### src/rtl/axi_addr_remap.sv
// AXI4 address remapper: window-matched AW/AR addresses are rewritten and forwarded through
// one-entry output registers; misses are absorbed locally and answered with DECERR responses.
module axi_addr_remap #(
  parameter int unsigned ADDR_WIDTH = 32,
  parameter int unsigned DATA_WIDTH = 64,
  parameter int unsigned ID_WIDTH   = 1,
  parameter int unsigned NUM_WIN    = 2,
  parameter logic [NUM_WIN*ADDR_WIDTH-1:0] WIN_BASE = {32'h8000_0000, 32'h0},
  parameter logic [NUM_WIN*ADDR_WIDTH-1:0] WIN_MASK = {32'hF000_0000, 32'hF000_0000},
  parameter logic [NUM_WIN*ADDR_WIDTH-1:0] WIN_TGT  = {32'h1000_0000, 32'h1000_0000},
  parameter int unsigned OUTST_W    = 4
) (
  input  logic                    aclk,
  input  logic                    aresetn,
  input  logic [ADDR_WIDTH-1:0]   s_axi_awaddr,
  input  logic [ID_WIDTH-1:0]     s_axi_awid,
  input  logic [7:0]              s_axi_awlen,
  input  logic [2:0]              s_axi_awsize,
  input  logic [1:0]              s_axi_awburst,
  input  logic                    s_axi_awlock,
  input  logic [3:0]              s_axi_awcache,
  input  logic [2:0]              s_axi_awprot,
  input  logic [3:0]              s_axi_awqos,
  input  logic                    s_axi_awvalid,
  output logic                    s_axi_awready,
  input  logic [DATA_WIDTH-1:0]   s_axi_wdata,
  input  logic [DATA_WIDTH/8-1:0] s_axi_wstrb,
  input  logic                    s_axi_wlast,
  input  logic                    s_axi_wvalid,
  output logic                    s_axi_wready,
  output logic [ID_WIDTH-1:0]     s_axi_bid,
  output logic [1:0]              s_axi_bresp,
  output logic                    s_axi_bvalid,
  input  logic                    s_axi_bready,
  input  logic [ADDR_WIDTH-1:0]   s_axi_araddr,
  input  logic [ID_WIDTH-1:0]     s_axi_arid,
  input  logic [7:0]              s_axi_arlen,
  input  logic [2:0]              s_axi_arsize,
  input  logic [1:0]              s_axi_arburst,
  input  logic                    s_axi_arlock,
  input  logic [3:0]              s_axi_arcache,
  input  logic [2:0]              s_axi_arprot,
  input  logic [3:0]              s_axi_arqos,
  input  logic                    s_axi_arvalid,
  output logic                    s_axi_arready,
  output logic [ID_WIDTH-1:0]     s_axi_rid,
  output logic [DATA_WIDTH-1:0]   s_axi_rdata,
  output logic [1:0]              s_axi_rresp,
  output logic                    s_axi_rlast,
  output logic                    s_axi_rvalid,
  input  logic                    s_axi_rready,
  output logic [ADDR_WIDTH-1:0]   m_axi_awaddr,
  output logic [ID_WIDTH-1:0]     m_axi_awid,
  output logic [7:0]              m_axi_awlen,
  output logic [2:0]              m_axi_awsize,
  output logic [1:0]              m_axi_awburst,
  output logic                    m_axi_awlock,
  output logic [3:0]              m_axi_awcache,
  output logic [2:0]              m_axi_awprot,
  output logic [3:0]              m_axi_awqos,
  output logic                    m_axi_awvalid,
  input  logic                    m_axi_awready,
  output logic [DATA_WIDTH-1:0]   m_axi_wdata,
  output logic [DATA_WIDTH/8-1:0] m_axi_wstrb,
  output logic                    m_axi_wlast,
  output logic                    m_axi_wvalid,
  input  logic                    m_axi_wready,
  input  logic [ID_WIDTH-1:0]     m_axi_bid,
  input  logic [1:0]              m_axi_bresp,
  input  logic                    m_axi_bvalid,
  output logic                    m_axi_bready,
  output logic [ADDR_WIDTH-1:0]   m_axi_araddr,
  output logic [ID_WIDTH-1:0]     m_axi_arid,
  output logic [7:0]              m_axi_arlen,
  output logic [2:0]              m_axi_arsize,
  output logic [1:0]              m_axi_arburst,
  output logic                    m_axi_arlock,
  output logic [3:0]              m_axi_arcache,
  output logic [2:0]              m_axi_arprot,
  output logic [3:0]              m_axi_arqos,
  output logic                    m_axi_arvalid,
  input  logic                    m_axi_arready,
  input  logic [ID_WIDTH-1:0]     m_axi_rid,
  input  logic [DATA_WIDTH-1:0]   m_axi_rdata,
  input  logic [1:0]              m_axi_rresp,
  input  logic                    m_axi_rlast,
  input  logic                    m_axi_rvalid,
  output logic                    m_axi_rready
);

  localparam int unsigned AXW = ADDR_WIDTH + ID_WIDTH + 25;
  localparam logic [OUTST_W-1:0] OUT_MAX = '1;

  typedef enum logic [1:0] {W_IDLE, W_DRAIN, W_RESP} w_state_e;
  typedef enum logic {R_IDLE, R_ERR} r_state_e;

  // Returns {hit, remapped address}; scanning downward lets the lowest index win.
  function automatic logic [ADDR_WIDTH:0] win_lookup(input logic [ADDR_WIDTH-1:0] a);
    logic [ADDR_WIDTH:0]   r;
    logic [ADDR_WIDTH-1:0] b, m, t;
    r = {1'b0, a};
    for (int unsigned i = NUM_WIN; i > 0; i--) begin
      b = WIN_BASE[(i-1)*ADDR_WIDTH +: ADDR_WIDTH];
      m = WIN_MASK[(i-1)*ADDR_WIDTH +: ADDR_WIDTH];
      t = WIN_TGT[(i-1)*ADDR_WIDTH +: ADDR_WIDTH];
      if ((a & m) == (b & m)) r = {1'b1, (a & ~m) | (t & m)};
    end
    return r;
  endfunction

  w_state_e            w_state_q;
  r_state_e            r_state_q;
  logic                awvalid_q, arvalid_q;
  logic [AXW-1:0]      aw_pl_q, ar_pl_q;
  logic [OUTST_W-1:0]  wr_out_q, wr_out_d, rd_out_q, rd_out_d;
  logic [ID_WIDTH-1:0] bid_q, rid_q;
  logic [7:0]          rlen_q, rbeat_q;

  logic [ADDR_WIDTH:0] aw_lk, ar_lk;
  logic aw_hit, ar_hit, aw_acc, ar_acc, aw_fwd, ar_fwd, b_ret, r_ret;

  assign aw_lk  = win_lookup(s_axi_awaddr);
  assign ar_lk  = win_lookup(s_axi_araddr);
  assign aw_hit = aw_lk[ADDR_WIDTH];
  assign ar_hit = ar_lk[ADDR_WIDTH];

  // Counters increment at upstream acceptance, so a zero count also means the output register is empty.
  assign s_axi_awready = (w_state_q == W_IDLE) &&
                         (aw_hit ? ((!awvalid_q || m_axi_awready) && (wr_out_q != OUT_MAX))
                                 : (wr_out_q == '0));
  assign s_axi_arready = (r_state_q == R_IDLE) &&
                         (ar_hit ? ((!arvalid_q || m_axi_arready) && (rd_out_q != OUT_MAX))
                                 : (rd_out_q == '0));

  assign aw_acc = s_axi_awvalid && s_axi_awready;
  assign ar_acc = s_axi_arvalid && s_axi_arready;
  assign aw_fwd = aw_acc && aw_hit;
  assign ar_fwd = ar_acc && ar_hit;
  assign b_ret  = m_axi_bvalid && m_axi_bready;
  assign r_ret  = m_axi_rvalid && m_axi_rready && m_axi_rlast;

  assign m_axi_awvalid = awvalid_q;
  assign m_axi_arvalid = arvalid_q;
  assign {m_axi_awaddr, m_axi_awid, m_axi_awlen, m_axi_awsize, m_axi_awburst,
          m_axi_awlock, m_axi_awcache, m_axi_awprot, m_axi_awqos} = aw_pl_q;
  assign {m_axi_araddr, m_axi_arid, m_axi_arlen, m_axi_arsize, m_axi_arburst,
          m_axi_arlock, m_axi_arcache, m_axi_arprot, m_axi_arqos} = ar_pl_q;

  assign m_axi_wdata  = s_axi_wdata;
  assign m_axi_wstrb  = s_axi_wstrb;
  assign m_axi_wlast  = s_axi_wlast;
  assign m_axi_wvalid = s_axi_wvalid && (w_state_q != W_DRAIN);
  assign s_axi_wready = (w_state_q == W_DRAIN) ? 1'b1 : m_axi_wready;

  assign s_axi_bvalid = (w_state_q == W_RESP) ? 1'b1   : m_axi_bvalid;
  assign s_axi_bresp  = (w_state_q == W_RESP) ? 2'b11  : m_axi_bresp;
  assign s_axi_bid    = (w_state_q == W_RESP) ? bid_q  : m_axi_bid;
  assign m_axi_bready = (w_state_q == W_RESP) ? 1'b0   : s_axi_bready;

  assign s_axi_rvalid = (r_state_q == R_ERR) ? 1'b1                : m_axi_rvalid;
  assign s_axi_rresp  = (r_state_q == R_ERR) ? 2'b11               : m_axi_rresp;
  assign s_axi_rid    = (r_state_q == R_ERR) ? rid_q               : m_axi_rid;
  assign s_axi_rdata  = (r_state_q == R_ERR) ? '0                  : m_axi_rdata;
  assign s_axi_rlast  = (r_state_q == R_ERR) ? (rbeat_q == rlen_q) : m_axi_rlast;
  assign m_axi_rready = (r_state_q == R_ERR) ? 1'b0                : s_axi_rready;

  always_comb begin
    wr_out_d = wr_out_q;
    rd_out_d = rd_out_q;
    if (aw_fwd && !b_ret) wr_out_d = wr_out_q + 1'b1;
    if (!aw_fwd && b_ret) wr_out_d = wr_out_q - 1'b1;
    if (ar_fwd && !r_ret) rd_out_d = rd_out_q + 1'b1;
    if (!ar_fwd && r_ret) rd_out_d = rd_out_q - 1'b1;
  end

  always_ff @(posedge aclk or negedge aresetn) begin
    if (!aresetn) begin
      w_state_q <= W_IDLE;
      r_state_q <= R_IDLE;
      awvalid_q <= 1'b0;
      arvalid_q <= 1'b0;
      aw_pl_q   <= '0;
      ar_pl_q   <= '0;
      wr_out_q  <= '0;
      rd_out_q  <= '0;
      bid_q     <= '0;
      rid_q     <= '0;
      rlen_q    <= '0;
      rbeat_q   <= '0;
    end else begin
      wr_out_q <= wr_out_d;
      rd_out_q <= rd_out_d;

      if (aw_fwd) begin
        awvalid_q <= 1'b1;
        aw_pl_q   <= {aw_lk[ADDR_WIDTH-1:0], s_axi_awid, s_axi_awlen, s_axi_awsize, s_axi_awburst,
                      s_axi_awlock, s_axi_awcache, s_axi_awprot, s_axi_awqos};
      end else if (m_axi_awready) begin
        awvalid_q <= 1'b0;
      end

      if (ar_fwd) begin
        arvalid_q <= 1'b1;
        ar_pl_q   <= {ar_lk[ADDR_WIDTH-1:0], s_axi_arid, s_axi_arlen, s_axi_arsize, s_axi_arburst,
                      s_axi_arlock, s_axi_arcache, s_axi_arprot, s_axi_arqos};
      end else if (m_axi_arready) begin
        arvalid_q <= 1'b0;
      end

      unique case (w_state_q)
        W_IDLE:  if (aw_acc && !aw_hit) begin
                   bid_q     <= s_axi_awid;
                   w_state_q <= W_DRAIN;
                 end
        W_DRAIN: if (s_axi_wvalid && s_axi_wlast) w_state_q <= W_RESP;
        W_RESP:  if (s_axi_bready) w_state_q <= W_IDLE;
        default: w_state_q <= W_IDLE;
      endcase

      unique case (r_state_q)
        R_IDLE: if (ar_acc && !ar_hit) begin
                  rid_q     <= s_axi_arid;
                  rlen_q    <= s_axi_arlen;
                  rbeat_q   <= '0;
                  r_state_q <= R_ERR;
                end
        R_ERR:  if (s_axi_rready) begin
                  if (rbeat_q == rlen_q) r_state_q <= R_IDLE;
                  else rbeat_q <= rbeat_q + 8'd1;
                end
        default: r_state_q <= R_IDLE;
      endcase
    end
  end

endmodule

### config.mk
export PLATFORM = sky130hd
export DESIGN_NAME = axi_addr_remap
export DESIGN_NICKNAME = d
export VERILOG_FILES = /design/src/rtl/axi_addr_remap.sv
export SDC_FILE = /design/constraint.sdc
export NUM_CORES = 1
export LEC_CHECK = 0
export ABC_AREA = 1
export BUFFER_PORTS_ARGS = -buffer_cell sky130_fd_sc_hd__buf_2
export CAP_MARGIN = 10
export CORE_AREA = 2 2 210 212
export DETAILED_ROUTE_END_ITERATION = 10
export DIE_AREA = 0 0 212 214
export PLACE_DENSITY_LB_ADDON = 0.1
export SYNTH_ARGS = -nofsm -noshare
export SYNTH_HDL_FRONTEND = slang
export SYNTH_SLANG_ARGS = --single-unit
### constraint.sdc
create_clock -name aclk -period 3.1 [get_ports aclk]
set_clock_uncertainty 0.15 [all_clocks]
set_input_delay 0.62 -clock aclk [delete_from_list [all_inputs] [get_ports aclk]]
set_output_delay 0.62 -clock aclk [all_outputs]
set_load 0.01 [all_outputs]
-- Word level (Yosys, flattened, before mapping)
Cells that the tools add are included.
- register bits after elaboration: 147
- input bits: 272
- output and inout port bits: 270
- word-level logic and storage cells: 111
- $add $sub $neg: 5
- equality and inequality tests: 14
- multiplexer cells: 37
- bitwise operators: 1
- reduce and logical (&&, ||, !) cells: 42
- operator list (kind ; count):
    $mux W33 ; 4
    $logic_not A32 Y1 ; 2
    $mux W64 ; 1
    $mux W8 ; 3
    $logic_and A1 B1 Y1 ; 19
    $mux W1 ; 17
    $mux W4 ; 4
    $pmux W8 S2 ; 1
    $mux W2 ; 5
    $add A4 B1 Y4 const B ; 2
    $add A8 B1 Y8 const B ; 1
    $eq A4 B4 Y1 const B ; 2
    $eq A8 B8 Y1 ; 1
    $logic_not A1 Y1 ; 8
    $logic_not A4 Y1 ; 2
    $ne A2 B1 Y1 const B ; 4
    $ne A4 B4 Y1 const B ; 2
    $reduce_bool A2 Y1 ; 4
    $sub A4 B1 Y4 const B ; 2
    $ne A2 B2 Y1 const B ; 3
    $pmux W2 S3 ; 1
    $reduce_and A3 Y1 ; 2
    $reduce_and A2 Y1 ; 2
    $eq A2 B1 Y1 const B ; 1
    other kinds (5) ; 6

-- Longest topological paths before layout
- depth after elaboration: 10
- gate-level depth with buffers: 14

-- Least setup slack after synthesis
No wires, ideal clock.
- path type: input to register
- start point: in s_axi_araddr[29]
- end point: reg rd_out_q[3]
- arrival: 2670 ps
- required time: 2825 ps
- path slack: 155 ps
- stages on the path: 13
- cells stage by stage: nor2_1 nand2_1 a21oi_2 and2_4 nand3_4 buf_6 buf_6 ha_1 ha_1 a21oi_1 o21ai_0 xor2_1 mux2_2
- cells in the longest elaborated chain, start to end: 10
- ends and longest elaborated chain (what ; RTL line ; text):
    from (decl) ; 35 ; input logic [ADDR_WIDTH-1:0] s_axi_araddr,
    $eq A4 B4 Y1 ; 106 ; if ((a & m) == (b & m)) r = {1'b1, (a & ~m) | (t & m)};
    $mux W33 ; 106 ;
    $mux W33 (*) ; 106 ;
    $mux W1 (*) ; 132 ; (ar_hit ? ((!arvalid_q || m_axi_arready) && (rd_out_q != OUT_MAX))
    $logic_and A1 B1 Y1 (*) ; 131 ; assign s_axi_arready = (r_state_q == R_IDLE) &&
    net s_axi_arready ; 45 ; output logic s_axi_arready,
    $logic_and A1 B1 Y1 (*) ; 136 ; assign ar_acc = s_axi_arvalid && s_axi_arready;
    $logic_and A1 B1 Y1 (*) ; 138 ; assign ar_fwd = ar_acc && ar_hit;
    $logic_not A1 Y1 ; 173 ; if (!ar_fwd && r_ret) rd_out_d = rd_out_q - 1'b1;
    $logic_and A1 B1 Y1 ; 173 ;
    $mux W4 or $reduce_bool A2 Y1 (tied branches) ; -- ;
    to (signal assigned) ; 192 ; rd_out_q <= rd_out_d;
    to (decl) ; 115 ; logic [OUTST_W-1:0] wr_out_q, wr_out_d, rd_out_q, rd_out_d;
Mark *: on every way through the listed nets, which the timed path passes. The rest lies on a longest branch.
A chain may end at the register's enable or synchronous reset.

-- Worst setup path in the final report
- start point: reg r_state_q
- end point: out s_axi_rid
- cells in the longest elaborated chain, start to end: 1
- ends and longest elaborated chain (what ; RTL line ; text):
    from (decl) ; 112 ; r_state_e r_state_q;
    from (signal assigned) ; 179 ; r_state_q <= R_IDLE;
    from (signal assigned) ; 225 ; r_state_q <= R_ERR;
    from (signal assigned) ; 228 ; if (rbeat_q == rlen_q) r_state_q <= R_IDLE;
    $mux W1 ; 162 ; assign s_axi_rid = (r_state_q == R_ERR) ? rid_q : m_axi_rid;
    to (decl) ; 46 ; output logic [ID_WIDTH-1:0] s_axi_rid,
No other way between the ends.

==> impl_results.html <==
<table>
<tr><th>Metric</th><th>Value</th></tr>
<tr><th colspan="2">Detailed routing</th></tr>
<tr><td>Residual DRC count</td><td>0</td></tr>
<tr><td>Starting DRT DRC Count</td><td>283</td></tr>
<tr><td>Number of vias in the routed layout</td><td>6,487</td></tr>
<tr><td>Detailed-route wire length</td><td>25,500 µm</td></tr>
<tr><td>Antenna-violating nets left</td><td>0</td></tr>
<tr><td>Avg WL per Cell</td><td>13.8 µm</td></tr>
<tr><td>Number of detailed-route iterations in the first pass</td><td>4</td></tr>
<tr><td>Detail-routed via count per cell</td><td>3.52</td></tr>
<tr><th colspan="2">Synth</th></tr>
<tr><td>Post-synthesis sequential element count</td><td>147</td></tr>
<tr><td>Post-synthesis async set-or-reset flop share</td><td>1.00</td></tr>
<tr><td>Warnings from Yosys</td><td>0</td></tr>
<tr><td>Average instance area after synthesis</td><td>8.03 µm²</td></tr>
<tr><td>Top_reg_cell synth</td><td>sky130_fd_sc_hd__dfrtp_1</td></tr>
<tr><td>Cell area after technology mapping</td><td>0.00745 mm²</td></tr>
<tr><td>Cell accounting for the most synthesized area</td><td>sky130_fd_sc_hd__dfrtp_1</td></tr>
<tr><td>Post-synth EDFFs</td><td>0</td></tr>
<tr><td>Cell variety after synth</td><td>33</td></tr>
<tr><td>Proportion of netlist area held by the largest area contributor</td><td>0.494</td></tr>
<tr><td>Mapped Nets</td><td>1,209</td></tr>
<tr><td>Post-synthesis sequential area ratio</td><td>0.494</td></tr>
<tr><td>Leading post-synthesis cells by cell area</td><td>sky130_fd_sc_hd__dfrtp_1 49%, sky130_fd_sc_hd__inv_1 10%, sky130_fd_sc_hd__nand2_1 9.5%</td></tr>
<tr><td>Number of cells produced by synthesis</td><td>928</td></tr>
<tr><th colspan="2">CTS</th></tr>
<tr><td>Max Root-Sink Buffers</td><td>2</td></tr>
<tr><td>Clock latency of the later-clocked register in the worst-skew pair</td><td>0.45 ns</td></tr>
<tr><td>Inserted Clock Buffers</td><td>17</td></tr>
<tr><td>Clock-pin transition on the worst setup and hold timing paths</td><td>0.06 ns</td></tr>
<tr><td>TritonCTS sink count</td><td>147</td></tr>
<tr><td>Root buffer cell</td><td>sky130_fd_sc_hd__clkbuf_16</td></tr>
<tr><td>Count of cells resized by post-cts repair</td><td>0</td></tr>
<tr><td>CTS HTree Levels</td><td>4</td></tr>
<tr><td>Clock tree from TritonCTS</td><td>yes</td></tr>
<tr><th colspan="2">STA</th></tr>
<tr><td>Hold Worst Slack</td><td>0.215 ns</td></tr>
<tr><td>RSZ-0062 raised after global routing</td><td>no</td></tr>
<tr><td>Final hold viol count</td><td>0</td></tr>
<tr><td>Total setup violations reported at the end of the flow</td><td>0</td></tr>
<tr><td>Share of the cycle needed by the critical path after routing</td><td>0.923</td></tr>
<tr><td>Setup TNS Final</td><td>0 ns</td></tr>
<tr><td>Shortest period the worst path allows</td><td>2.86 ns</td></tr>
<tr><td>Worst slew slack as a fraction of its limit</td><td>0.334</td></tr>
<tr><td>Slew Limit Fails</td><td>0</td></tr>
<tr><td>Actual transition at the worst max-transition pin</td><td>0.999 ns</td></tr>
<tr><td>Maximum clock frequency</td><td>349 MHz</td></tr>
<tr><th colspan="2">Critical path</th></tr>
<tr><td>Peak fanout along the critical path</td><td>73</td></tr>
<tr><td>Slowest stage cell on the critical path</td><td>sky130_fd_sc_hd__buf_4</td></tr>
<tr><td>Required arrival time at the worst endpoint</td><td>2.33 ns</td></tr>
<tr><td>Slowest cell delay on critical path</td><td>0.58 ns</td></tr>
<tr><td>Critical path buffer and inverter count</td><td>3</td></tr>
<tr><td>Cell family with the largest share of critical-path delay</td><td>buffers and inverters</td></tr>
<tr><td>Class of the most critical setup path</td><td>flip-flop to output pin</td></tr>
<tr><td>Kind of capture point of the worst setup path</td><td>output pin</td></tr>
<tr><td>Most common cell on crit path</td><td>sky130_fd_sc_hd__nand2_1</td></tr>
<tr><td>Critical Path Start Type</td><td>flip-flop</td></tr>
<tr><td>Data arrival time of the worst path</td><td>2.09 ns</td></tr>
<tr><td>Worst-path cell chain</td><td>buf_4 -&gt; inv_1 -&gt; nand2_1 -&gt; nand2_1 -&gt; buf_2</td></tr>
<tr><th colspan="2">Global route</th></tr>
<tr><td>Met2 GRT Util</td><td>0.169</td></tr>
<tr><td>First-pass GRT wire length</td><td>39,300 µm</td></tr>
<tr><td>Pin count of the biggest net entering global routing</td><td>114</td></tr>
<tr><td>Global Route met1 Usage</td><td>0.140</td></tr>
<tr><td>Global routing met3 resource utilization</td><td>0.0564</td></tr>
<tr><td>Via count of the first global-routing pass</td><td>6,540</td></tr>
<tr><td>Total gr overflow</td><td>0</td></tr>
<tr><td>Number of antenna violations at the first check in global routing</td><td>4</td></tr>
<tr><td>Total routing usage reported by global routing</td><td>0.113</td></tr>
<tr><td>Global routing's busiest layer</td><td>met2</td></tr>
<tr><th colspan="2">Power and ir drop</th></tr>
<tr><td>Leakage power of the design</td><td>6.09 nW</td></tr>
<tr><td>Largest vdd supply drop</td><td>0.000300 V</td></tr>
<tr><td>Pwr/cell area</td><td>789 mW/mm²</td></tr>
<tr><th colspan="2">Layout</th></tr>
<tr><td>Share of post-route cells with drive strength above 1</td><td>0.361</td></tr>
<tr><td>Area delta synth-&gt;final</td><td>35.7%</td></tr>
<tr><td>Commonest non-fill, non-tap cell in the layout</td><td>sky130_fd_sc_hd__buf_2</td></tr>
<tr><td>Commonest cells after routing, fill and taps aside</td><td>394 x sky130_fd_sc_hd__buf_2, 206 x sky130_fd_sc_hd__inv_1, 188 x sky130_fd_sc_hd__nand2_1</td></tr>
<tr><td>Area of all placed cells without fillers</td><td>0.0101 mm²</td></tr>
<tr><td>Fraction of the core area covered by cells at the end of the flow</td><td>0.236</td></tr>
<tr><td>Nets</td><td>1,525</td></tr>
<tr><th colspan="2">Placed design</th></tr>
<tr><td>Placer congestion estimate</td><td>0.770</td></tr>
<tr><td>Standard cell area after detailed placement</td><td>0.00951 mm²</td></tr>
<tr><td>Post-detailed-placement half-perimeter wirelength</td><td>19,600 µm</td></tr>
<tr><td>Port-buffer cells</td><td>395</td></tr>
<tr><th colspan="2">Worst hold path</th></tr>
<tr><td>Worst hold path class</td><td>input pin to flip-flop</td></tr>
<tr><th colspan="2">Die</th></tr>
<tr><td>Vertical die dimension</td><td>214 µm</td></tr>
<tr><td>Row cnt</td><td>76</td></tr>
<tr><td>Total Die Area</td><td>0.0454 mm²</td></tr>
<tr><td>Number of top-level pins</td><td>542</td></tr>
<tr><td>Placeable Area</td><td>0.0429 mm²</td></tr>
<tr><td>Initial cell density of the core</td><td>0.174</td></tr>
<tr><td>Width of the die</td><td>212 µm</td></tr>
<tr><th colspan="2">Job</th></tr>
<tr><td>Max-cap viol count</td><td>0</td></tr>
<tr><th colspan="2">Outcome</th></tr>
<tr><td>Run status</td><td>complete, no violations</td></tr>
</table>
## report_power, final
part           leakage, nW  total (mW)  internal (mW)  switching (mW)
sequential            1.92        3.10           2.65           0.450
clock                0.281        2.11           1.22           0.888
combinational         3.88        2.77           1.17            1.60
total                 6.09        7.97           5.04            2.94
## worst register-to-register path, stage by stage, from the launching register on
cell                      delay, ns
sky130_fd_sc_hd__dfrtp_1       0.43
sky130_fd_sc_hd__nor2_1        0.12
sky130_fd_sc_hd__nand2_1       0.08
sky130_fd_sc_hd__a21oi_2       0.14
sky130_fd_sc_hd__and2_4        0.18
sky130_fd_sc_hd__nand3_4       0.08
sky130_fd_sc_hd__ha_1          0.23
sky130_fd_sc_hd__buf_4         0.15
sky130_fd_sc_hd__ha_1          0.27
sky130_fd_sc_hd__nand2_1       0.04
sky130_fd_sc_hd__o21ai_0       0.19
sky130_fd_sc_hd__xor2_1        0.09
sky130_fd_sc_hd__mux2_2        0.26
## Yosys cell counts (3+ instances only)
cell	instances
sky130_fd_sc_hd__clkbuf_1	16
sky130_fd_sc_hd__xor2_1	8
sky130_fd_sc_hd__buf_4	81
sky130_fd_sc_hd__buf_6	7
sky130_fd_sc_hd__or2_2	6
sky130_fd_sc_hd__dfrtp_1	147
sky130_fd_sc_hd__buf_2	3
sky130_fd_sc_hd__nor2_1	83
sky130_fd_sc_hd__xnor2_1	10
sky130_fd_sc_hd__a21oi_1	4
sky130_fd_sc_hd__inv_1	206
sky130_fd_sc_hd__nand3_1	14
sky130_fd_sc_hd__ha_1	7
sky130_fd_sc_hd__o21ai_1	51
sky130_fd_sc_hd__o21ai_0	72
sky130_fd_sc_hd__o21ai_2	4
sky130_fd_sc_hd__nand2_1	188
## flip-flops by register name, indices dropped and copies added, names as in the netlist
signal and flops:
rid_q 1, w_state_q 2, aw_pl_q 58, rd_out_q 4, r_state_q 1, wr_out_q 4
rlen_q 8, ar_pl_q 58, bid_q 1, m_axi_arvalid 1, rbeat_q 8, m_axi_awvalid 1
## cell type report
cell class	instances	area, µm²
antenna	1	2.50
clock buffer	19	453
clock inverter	12	133
fill	4861	32800
inverter	207	777
multi-input combinational	467	2240
sequential	147	3680
tap	585	732
timing repair buffer	404	2090
## worst paths after layout
path                          startpoint            end  slack [ns]  cells after the start
setup / recovery               r_state_q      s_axi_rid        0.24                      5
hold / removal             m_axi_awready  m_axi_awvalid        0.21                      2
setup reg to reg             rd_out_q[1]    rd_out_q[3]        0.59                     12
hold reg to reg              ar_pl_q[57]    ar_pl_q[57]        0.31                      2
max in group asynchronous        aresetn     aw_pl_q[9]        1.49                      3
min in group asynchronous        aresetn    aw_pl_q[50]        0.55                      2
## per-layer routing
layer  wire length (µm)  part of all wire
met3               2640              0.10
met1              11100              0.43
met4                382             0.015
met5                 27            0.0011
met2              11400              0.45
## cell families after synthesis
| group | after synthesis | synth area share |
|---|---|---|
| xor gates and xnor gates | 18 | 0.0212 |
| DFF | 147 | 0.494 |
| muxes | 2 | 0.00302 |
| buffers and inverters | 314 | 0.207 |
| adders and majority gates | 9 | 0.0171 |
| AOI/OAI and AO/OA | 134 | 0.0930 |
| and+or+nand+nor | 304 | 0.165 |
## timing repair
item,4_1_cts,5_1_grt
endpoints found under the hold margin,46,0
setup buffers,0,0
hold buffers,1,0
## stage by stage
step	power, mW	cells	setup WS (ns)
after floorplan	4.70	928	0.155
after global placement	5.96	1809	0.144
after detailed placement	5.98	1809	0.137
after CTS	8.19	1841	0.147
after global routing	8.65	1842	0.0392
final	7.97	1842	0.237
Note: power is estimated with default switching activity, not from simulation.
